`src/rtl/sketch_counter_dump.sv`:
```
// sketch_counter_dump
// Array of saturating sketch counters fed by the measurement front end.
// On a Dump_Start pulse the whole array is streamed out, one element per
// clock in index order, and each element is cleared as it is read so the
// next measurement epoch starts from zero without a separate clear pass.
// Parameter constraints: NUM_COUNTER >= 2 and 2**IDX_W >= NUM_COUNTER.

module sketch_counter_dump #(
   parameter int NUM_COUNTER = 10,
   parameter int WIDTH       = 32,
   parameter int IDX_W       = 4
) (
   input  logic             Clk,
   input  logic             Reset,
   input  logic             Inc_Valid,
   input  logic [IDX_W-1:0] Inc_Index,
   input  logic [WIDTH-1:0] Inc_Value,
   input  logic             Dump_Start,
   output logic [WIDTH-1:0] Counter,
   output logic             Counter_Valid,
   output logic             Frame_Last,
   output logic             Busy,
   output logic             Inc_Dropped
);

   typedef enum logic [0:0] {
      ST_IDLE = 1'b0,
      ST_DUMP = 1'b1
   } state_t;

   // Range limit widened by one bit so the compare also works when the
   // array fills the whole index space.
   localparam logic [IDX_W:0]   NUM_COUNTER_EXT = (IDX_W+1)'(NUM_COUNTER);
   localparam logic [IDX_W-1:0] LAST_IDX        = IDX_W'(NUM_COUNTER - 1);
   localparam logic [WIDTH-1:0] CNT_MAX         = {WIDTH{1'b1}};

   // Add at WIDTH+1 bits and clamp to the all-ones value instead of wrapping.
   function automatic logic [WIDTH-1:0] sat_add(
      input logic [WIDTH-1:0] a,
      input logic [WIDTH-1:0] b
   );
      logic [WIDTH:0] sum;
      sum = {1'b0, a} + {1'b0, b};
      if (sum[WIDTH]) begin
         sat_add = CNT_MAX;
      end else begin
         sat_add = sum[WIDTH-1:0];
      end
   endfunction

   // ------------------------------------------------------------------
   // State
   // ------------------------------------------------------------------
   state_t           state_r;
   state_t           state_next_s;
   logic [IDX_W-1:0] ptr_r;
   logic [IDX_W-1:0] ptr_next_s;
   logic [WIDTH-1:0] cnt_r      [NUM_COUNTER];
   logic [WIDTH-1:0] cnt_next_s [NUM_COUNTER];

   // ------------------------------------------------------------------
   // Combinational control
   // ------------------------------------------------------------------
   logic                   inc_in_range_s;
   logic                   inc_hit_s;
   logic                   read_en_s;
   logic [WIDTH-1:0]       read_val_s;
   logic [NUM_COUNTER-1:0] clr_sel_s;
   logic [NUM_COUNTER-1:0] inc_sel_s;

   logic [WIDTH-1:0]       counter_next_s;
   logic                   valid_next_s;
   logic                   last_next_s;
   logic                   busy_next_s;
   logic                   dropped_next_s;

   // Classify the incoming increment: accepted or dropped as out of range.
   always_comb begin
      inc_in_range_s = ({1'b0, Inc_Index} < NUM_COUNTER_EXT);
      inc_hit_s      = Inc_Valid & inc_in_range_s;
      dropped_next_s = Inc_Valid & ~inc_in_range_s;
   end

   // Select the element under the read pointer.
   always_comb begin
      read_val_s = '0;
      for (int i = 0; i < NUM_COUNTER; i++) begin
         read_val_s = (ptr_r == IDX_W'(i)) ? cnt_r[i] : read_val_s;
      end
   end

   // FSM next state, pointer advance and next values of the output stage.
   always_comb begin
      state_next_s   = state_r;
      ptr_next_s     = ptr_r;
      read_en_s      = 1'b0;
      counter_next_s = '0;
      valid_next_s   = 1'b0;
      last_next_s    = 1'b0;
      busy_next_s    = 1'b0;
      case (state_r)
         ST_IDLE: begin
            if (Dump_Start) begin
               state_next_s = ST_DUMP;
               ptr_next_s   = '0;
            end else begin
               state_next_s = ST_IDLE;
            end
         end
         ST_DUMP: begin
            // Dump_Start is deliberately not looked at here: a pulse during
            // a frame neither queues nor restarts it.
            read_en_s      = 1'b1;
            counter_next_s = read_val_s;
            valid_next_s   = 1'b1;
            busy_next_s    = 1'b1;
            if (ptr_r == LAST_IDX) begin
               last_next_s  = 1'b1;
               state_next_s = ST_IDLE;
               ptr_next_s   = '0;
            end else begin
               ptr_next_s   = ptr_r + {{(IDX_W-1){1'b0}}, 1'b1};
            end
         end
         default: begin
            state_next_s = ST_IDLE;
            ptr_next_s   = '0;
         end
      endcase
   end

   // Per-counter one-hot selects for the read-clear and the increment.
   always_comb begin
      clr_sel_s = '0;
      inc_sel_s = '0;
      for (int i = 0; i < NUM_COUNTER; i++) begin
         clr_sel_s[i] = read_en_s & (ptr_r == IDX_W'(i));
         inc_sel_s[i] = inc_hit_s & (Inc_Index == IDX_W'(i));
      end
   end

   // Next counter values: clear on read first, then apply the increment on
   // top. A same-cycle increment on the element being read therefore lands
   // on zero (new epoch) while the streamed value keeps the old contents.
   always_comb begin
      for (int i = 0; i < NUM_COUNTER; i++) begin
         cnt_next_s[i] = clr_sel_s[i] ? '0 : cnt_r[i];
         cnt_next_s[i] = inc_sel_s[i] ? sat_add(cnt_next_s[i], Inc_Value)
                                      : cnt_next_s[i];
      end
   end

   // ------------------------------------------------------------------
   // Registers
   // ------------------------------------------------------------------

   // FSM state and read pointer; reset aborts any frame in progress.
   always_ff @(posedge Clk) begin
      if (Reset) begin
         state_r <= ST_IDLE;
         ptr_r   <= '0;
      end else begin
         state_r <= state_next_s;
         ptr_r   <= ptr_next_s;
      end
   end

   // Counter array storage.
   always_ff @(posedge Clk) begin
      if (Reset) begin
         for (int i = 0; i < NUM_COUNTER; i++) begin
            cnt_r[i] <= '0;
         end
      end else begin
         for (int i = 0; i < NUM_COUNTER; i++) begin
            cnt_r[i] <= cnt_next_s[i];
         end
      end
   end

   // Output stage: streamed element (zero between frames), framing flags
   // and the drop pulse, all driven straight from flops.
   always_ff @(posedge Clk) begin
      if (Reset) begin
         Counter       <= '0;
         Counter_Valid <= 1'b0;
         Frame_Last    <= 1'b0;
         Busy          <= 1'b0;
         Inc_Dropped   <= 1'b0;
      end else begin
         Counter       <= counter_next_s;
         Counter_Valid <= valid_next_s;
         Frame_Last    <= last_next_s;
         Busy          <= busy_next_s;
         Inc_Dropped   <= dropped_next_s;
      end
   end

endmodule

```
`config.mk`:
```
export PLATFORM = sky130hd
export DESIGN_NAME = sketch_counter_dump
export DESIGN_NICKNAME = d
export VERILOG_FILES = /design/src/rtl/sketch_counter_dump.sv
export SDC_FILE = /design/constraint.sdc
export NUM_CORES = 2
export LEC_CHECK = 0
export ABC_AREA = 1
export CAP_MARGIN = 5
export CORE_ASPECT_RATIO = 0.5
export CORE_UTILIZATION = 35
export DETAILED_ROUTE_END_ITERATION = 12
export HOLD_SLACK_MARGIN = 0.03
export PLACE_DENSITY = 0.61
export SKIP_CTS_REPAIR_TIMING = 1
export SLEW_MARGIN = 30
export SYNTH_ARGS = -nofsm -noshare
export SYNTH_HDL_FRONTEND = slang
export SYNTH_SLANG_ARGS = --single-unit
```
`constraint.sdc`:
```
create_clock -name Clk -period 3.3 [get_ports Clk]
set_input_delay 0.66 -clock Clk [delete_from_list [all_inputs] [get_ports Clk]]
set_output_delay 0.66 -clock Clk [all_outputs]
set_load 0.02 [all_outputs]
```
# Word-level counts from Yosys, hierarchy flattened
# Memories as Yosys holds them, arrays and structs flattened.
# Index checks and enable logic that the tools add are counted.
[word_totals]
regBits = 40
latchBits = 0
mem_bits_rw = 320
romBits = 0
inputBits = 40
word_cells = 136
n_memories = 1
[memory_table]
columns = ["memory", "words", "width", "read_ports", "rd_ports_with_merged_regs", "write_ports", "line_no", "text"]
rows = [
  ["cnt_r", 10, 32, 10, 0, 10, "58", "logic [WIDTH-1:0] cnt_r [NUM_COUNTER];"],
]
[op_classes]
add_sub_neg = 11
mul = 0
div = 0
magnitude_cmp = 1
eq_ne = 19
shift = 0
n_mux = 61
n_bitwise = 34
reduce_logical = 3
[op_table]
columns = ["cell", "n"]
rows = [
  ["2-to-1 mux 32 bit", 50],
  ["adder 32 x 32 -> 33 bit", 10],
  ["equality test 4 x 3 -> 1 bit, second input constant", 8],
  ["AND 1 bit", 22],
  ["equality test 4 x 2 -> 1 bit, second input constant", 4],
  ["equality test 4 bit, second input constant", 4],
  ["OR 1 bit", 10],
  ["equality test 4 x 1 -> 1 bit, second input constant", 2],
  ["logical NOT 4 bit", 2],
  ["2-to-1 mux 4 bit", 2],
  ["case mux 4 bit (2 select lines)", 1],
  ["2-to-1 mux 1 bit", 7],
  ["adder 4 x 1 -> 4 bit, second input constant", 1],
  ["< comparator 4 bit, second input constant", 1],
  ["!= test 2 bit, second input constant", 1],
  ["NOT 1 bit", 2],
  ["case mux 1 bit (2 select lines)", 1],
  ["OR reduction 2 bit", 1],
]

# Longest topological paths before layout
[depth]
ltp_word = 11
depth_mapped = 25
mapped_depth_nobuf = 23

# Worst setup path after synthesis
# No wires, ideal clock.
[synth_timing]
kind = "register -> register"
start = "register ptr_r[2]"
end = "memory cnt_r[6][13]"
setup_time_ns = 0.115
arrival_time_ns = 2.850
path_slack_ns = 0.335
path_stages_with_launch = 21
period_less_slack_ns = 2.965
path_cell_list = "dfxtp_1 -> nand2_1 -> nor3_2 -> nand2_1 -> buf_2 -> nand2_1 -> inv_1 -> ha_1 -> fa_1 -> nand2_1 -> nand2_1 -> nand3_1 -> nand2_1 -> nand2_1 -> nand2_1 -> nand2_1 -> nand2_1 -> nand2_1 -> nand2_1 -> buf_4 -> o21a_1"
[synth_rtl]
columns = ["element", "line_no", "text"]
rows = [
  ["start: declaration", "56", "logic [IDX_W-1:0] ptr_r;"],
  ["start signal: assignment", "164", "ptr_r <= ptr_next_s;"],
  ["end: declaration", "58", ""],
]

==> flow_summary_export.csv <==
group,metric,value,unit
cts,insertion_delay,630,ps
timing,timing.fmax,0.321,GHz
yosys,async_reset_ff_share,0,%
timing,fin_skew,23.3,ps
yosys,syn_area_per_cell,5.31,µm²
floorplan,initial_core_util,35.5,%
timing,worst_slew_pin_slew,1050,ps
yosys,synth_area,41200,µm²
yosys,yosys_warnings,0,
yosys,ys_ff_latch,360,
pwr,leakagePower,0.0304,µW
finish,finish.utilization,41.6,%
pwr,swShare,34.0,%
routing,finalWirelength,172,mm
pwr,total_power,13100,µW
timing,final_max_slew_viol_count,0,
worst_setup_path,reg2reg_from,"ptr_r[2]",
worst_setup_path,r2r-end,"cnt_r[0][27]",
yosys,synth_top_area_cell,"nand2_1",
global_route,grt_max_degree,123,
cts,cts_made_buffers,42,
cts,cts_buffer_depth,3,
finish,nFillCells,13000,
timing,hold_slack,457,ps
timing,post-route-period-util,94.5,%
worst_setup_path,rrSetupSlack,180,ps
status,status,"completed",
place,hpwl,134,mm
timing,fin_crit,3120,ps
worst_setup_path,critPathCaptureType,"flop",
routing,avgRoutedWirePerCell,17.8,µm
worst_setup_path,critical_path.startpoint_type,"flop",
floorplan,fp.dieW,487,µm
yosys,synth_edf_count,0,
cts,clockRootBuffer,"clkbuf_16",
timing,setup_slack,181,ps
pwr,p_per_area,271,nW/µm²
floorplan,ios,76,
global_route,grt_pass1_wl,256,mm
place,io_buffers,75,
worst_setup_path,required,3800,ps
pwr,p_sw,4450,µW
yosys,synthTopCellsByArea,"nand2_1 28%, dfxtp_1 17%, inv_1 14%",
timing,hold_viol_final,0,
finish,drive_above_1_share,6.59,%
pwr,p_seq_share,34.3,%
routing,drc_errors,0,
timing,rsz0062_at_grt,"yes",
floorplan,die-area,119000,µm²
timing,setup_viol,0,
yosys,syn_nets,8128,
finish,nets,8439,
flow_run,drv_cap,0,
floorplan,coreArea,116000,µm²
worst_setup_path,cp_max_fo,31,
worst_setup_path,rr_worst_depth,19,
worst_setup_path,critPathCapture,"cnt_r[0][27]",
pwr,clock_power_share,42.3,%
pwr,vdd_drop_max,359,µV
finish,areaGrowthSynthToFinish,17.2,%
global_route,grt_antenna_before_repair,13,
cts,cts.htree.levels,2,
worst_setup_path,path_class,"flop to flop",
global_route,grt.total_usage,28.2,%
routing,via_per_inst,4.88,
routing,drt_iter0_markers,4686,
yosys,synth_cells,7758,
worst_setup_path,critPathLaunch,"ptr_r[2]",
cts,clock-sinks,360,
yosys,synth_top_cell_area_share,27.8,%
cts,cts_tree,"built",
global_route,grt_pass1_vias,43400,
finish,diodes,0,
yosys,yosys_most_used_dff,"dfxtp_1",
routing,drtAntennaViolNets,0,
floorplan,die_y,245,µm
routing,vias,47200,
yosys,synth_cell_types,42,
yosys,post-synth-top-count-cell,"nand2_1",
place,globalplace.congestion,1.02,
floorplan,row_count,88,
yosys,ys_seq_area_share,17.5,%
min_path,hp-class,"flop to flop",
pwr,pwr-share-comb,23.3,%
worst_setup_path,arrival,3620,ps
place,place_ws,-62.9,ps
global_route,overflow,0,
min_path,min_path_cells,2,
cts,clk_pin_slew,70,ps
pwr,internal-power,8640,µW
yosys,ys_top_cells_by_count,"3051 x nand2_1, 1575 x inv_1, 651 x nor2_1, 455 x a21oi_1, 369 x nand3_1",
routing,dr.pass1.iters,9,
timing,slew_headroom,30.2,%
-- placed cells by master (no fill, tap or decap), types with 4 or more instances in the layout --
master           instances
and2_1                  27
clkbuf_16               44
ha_1                   320
nor3_1                  64
nand3b_1                42
a31oi_1                 52
clkdlybuf4s50_1         65
o21a_1                  28
fa_2                     4
buf_2                    9
xnor2_1                 66
fa_1                     6
o21ai_0                211
o21ai_1                 84
inv_1                 1571
a21oi_1                453
nor2_2                  13
inv_2                   16
clkbuf_1                 4
nor2_1                 641
xor2_1                  86
clkbuf_8                 6
nand2_1               3037
buf_12                  61
clkinvlp_4               5
nand2_2                 18
or2_1                    6
nand4_1                 41
dfxtp_1                359
clkinv_2                 5
bufinv_16                8
nor2_4                  10
o21bai_1                27
nand3_1                369
buf_4                  297
a21oi_2                  8
-- state kept, by name (all words and copies together), names as in the netlist --
register	cells
cnt_r	320
Counter	32
state_r	1
Inc_Dropped	1
Busy	1
Frame_Last	1
ptr_r	4
-- routing by layer --
| metal | track usage (%) | vias up | wire [µm] |
|---|---|---|---|
| met3 | 3.45 | 295 | 14200 |
| li1 | - | 24200 | - |
| met2 | 44.8 | 1628 | 72900 |
| met4 | 11.4 | 6 | 7660 |
| met1 | 38.5 | 21100 | 77500 |
| met5 | 0 | - | 54 |
-- critical path: stages, from the launching register on --
cell and delay (ps):
dfxtp_2 350, nor2_2 140, inv_1 110, nor2_4 250, nand2_4 100, buf_12 190
nand2_1 100, inv_1 50, ha_1 380, nand2_1 120, inv_1 90, nand2_1 80
buf_4 140, nor2_1 170, and3_1 180, nand2_1 100, nand3_1 110, nand3_1 110
nor2_1 170, nor2_1 50
-- stage by stage --
stage | area (µm²) | setup TNS (ps) | cells
floorplan | 41200 | 0 | 7758
global placement | 46600 | -184 | 9594
detailed placement | 46600 | -342 | 9594
CTS | 48100 | 0 | 9672
global route | 48300 | -23.8 | 9678
finish | 48300 | 0 | 9678
-- worst min path at each step --
stage / start / end / slack [ps]
after floorplan: cnt_r[9][0] / Counter[0] / 430
after global placement: cnt_r[9][25] / Counter[25] / 440
after detailed placement: cnt_r[9][25] / Counter[25] / 450
after CTS: Reset / ptr_r[3] / 440
after global routing: cnt_r[9][25] / Counter[25] / 470
final: cnt_r[9][25] / Counter[25] / 460
-- power by group through the flow --
stage	clock (µW)	combinational, µW	sequential (µW)
2_1_floorplan	0	1750	4560
5_1_grt	5770	3330	4500
6_report	5540	3050	4500
3_5_place_dp	0	2960	4590
4_1_cts	5610	2970	4490
3_3_place_gp	0	2960	4590
-- area by class of cell --
class / count / area [µm²] / share of cell area [%]
timing repair buffer: 436 / 4210 / 8.70
inverter: 1588 / 5960 / 12.3
multi-input combinational: 5641 / 27400 / 56.7
clock buffer: 53 / 1170 / 2.43
clock inverter: 25 / 379 / 0.785
tap: 1575 / 1970 / 4.08
sequential: 360 / 7210 / 14.9
-- logic make-up (layout without fill, tap and decap cells) --
| family | count (synthesis) | after routing | synth area share, % |
|---|---|---|---|
| xor+xnor | 152 | 152 | 3.23 |
| buf+inv | 1757 | 2102 | 16.4 |
| simple gates | 4291 | 4291 | 41.6 |
| compound gates | 868 | 868 | 11.1 |
| flops | 360 | 360 | 17.5 |
| fa+ha+maj | 330 | 330 | 10.2 |
Note: power is estimated with default switching activity, not from simulation.
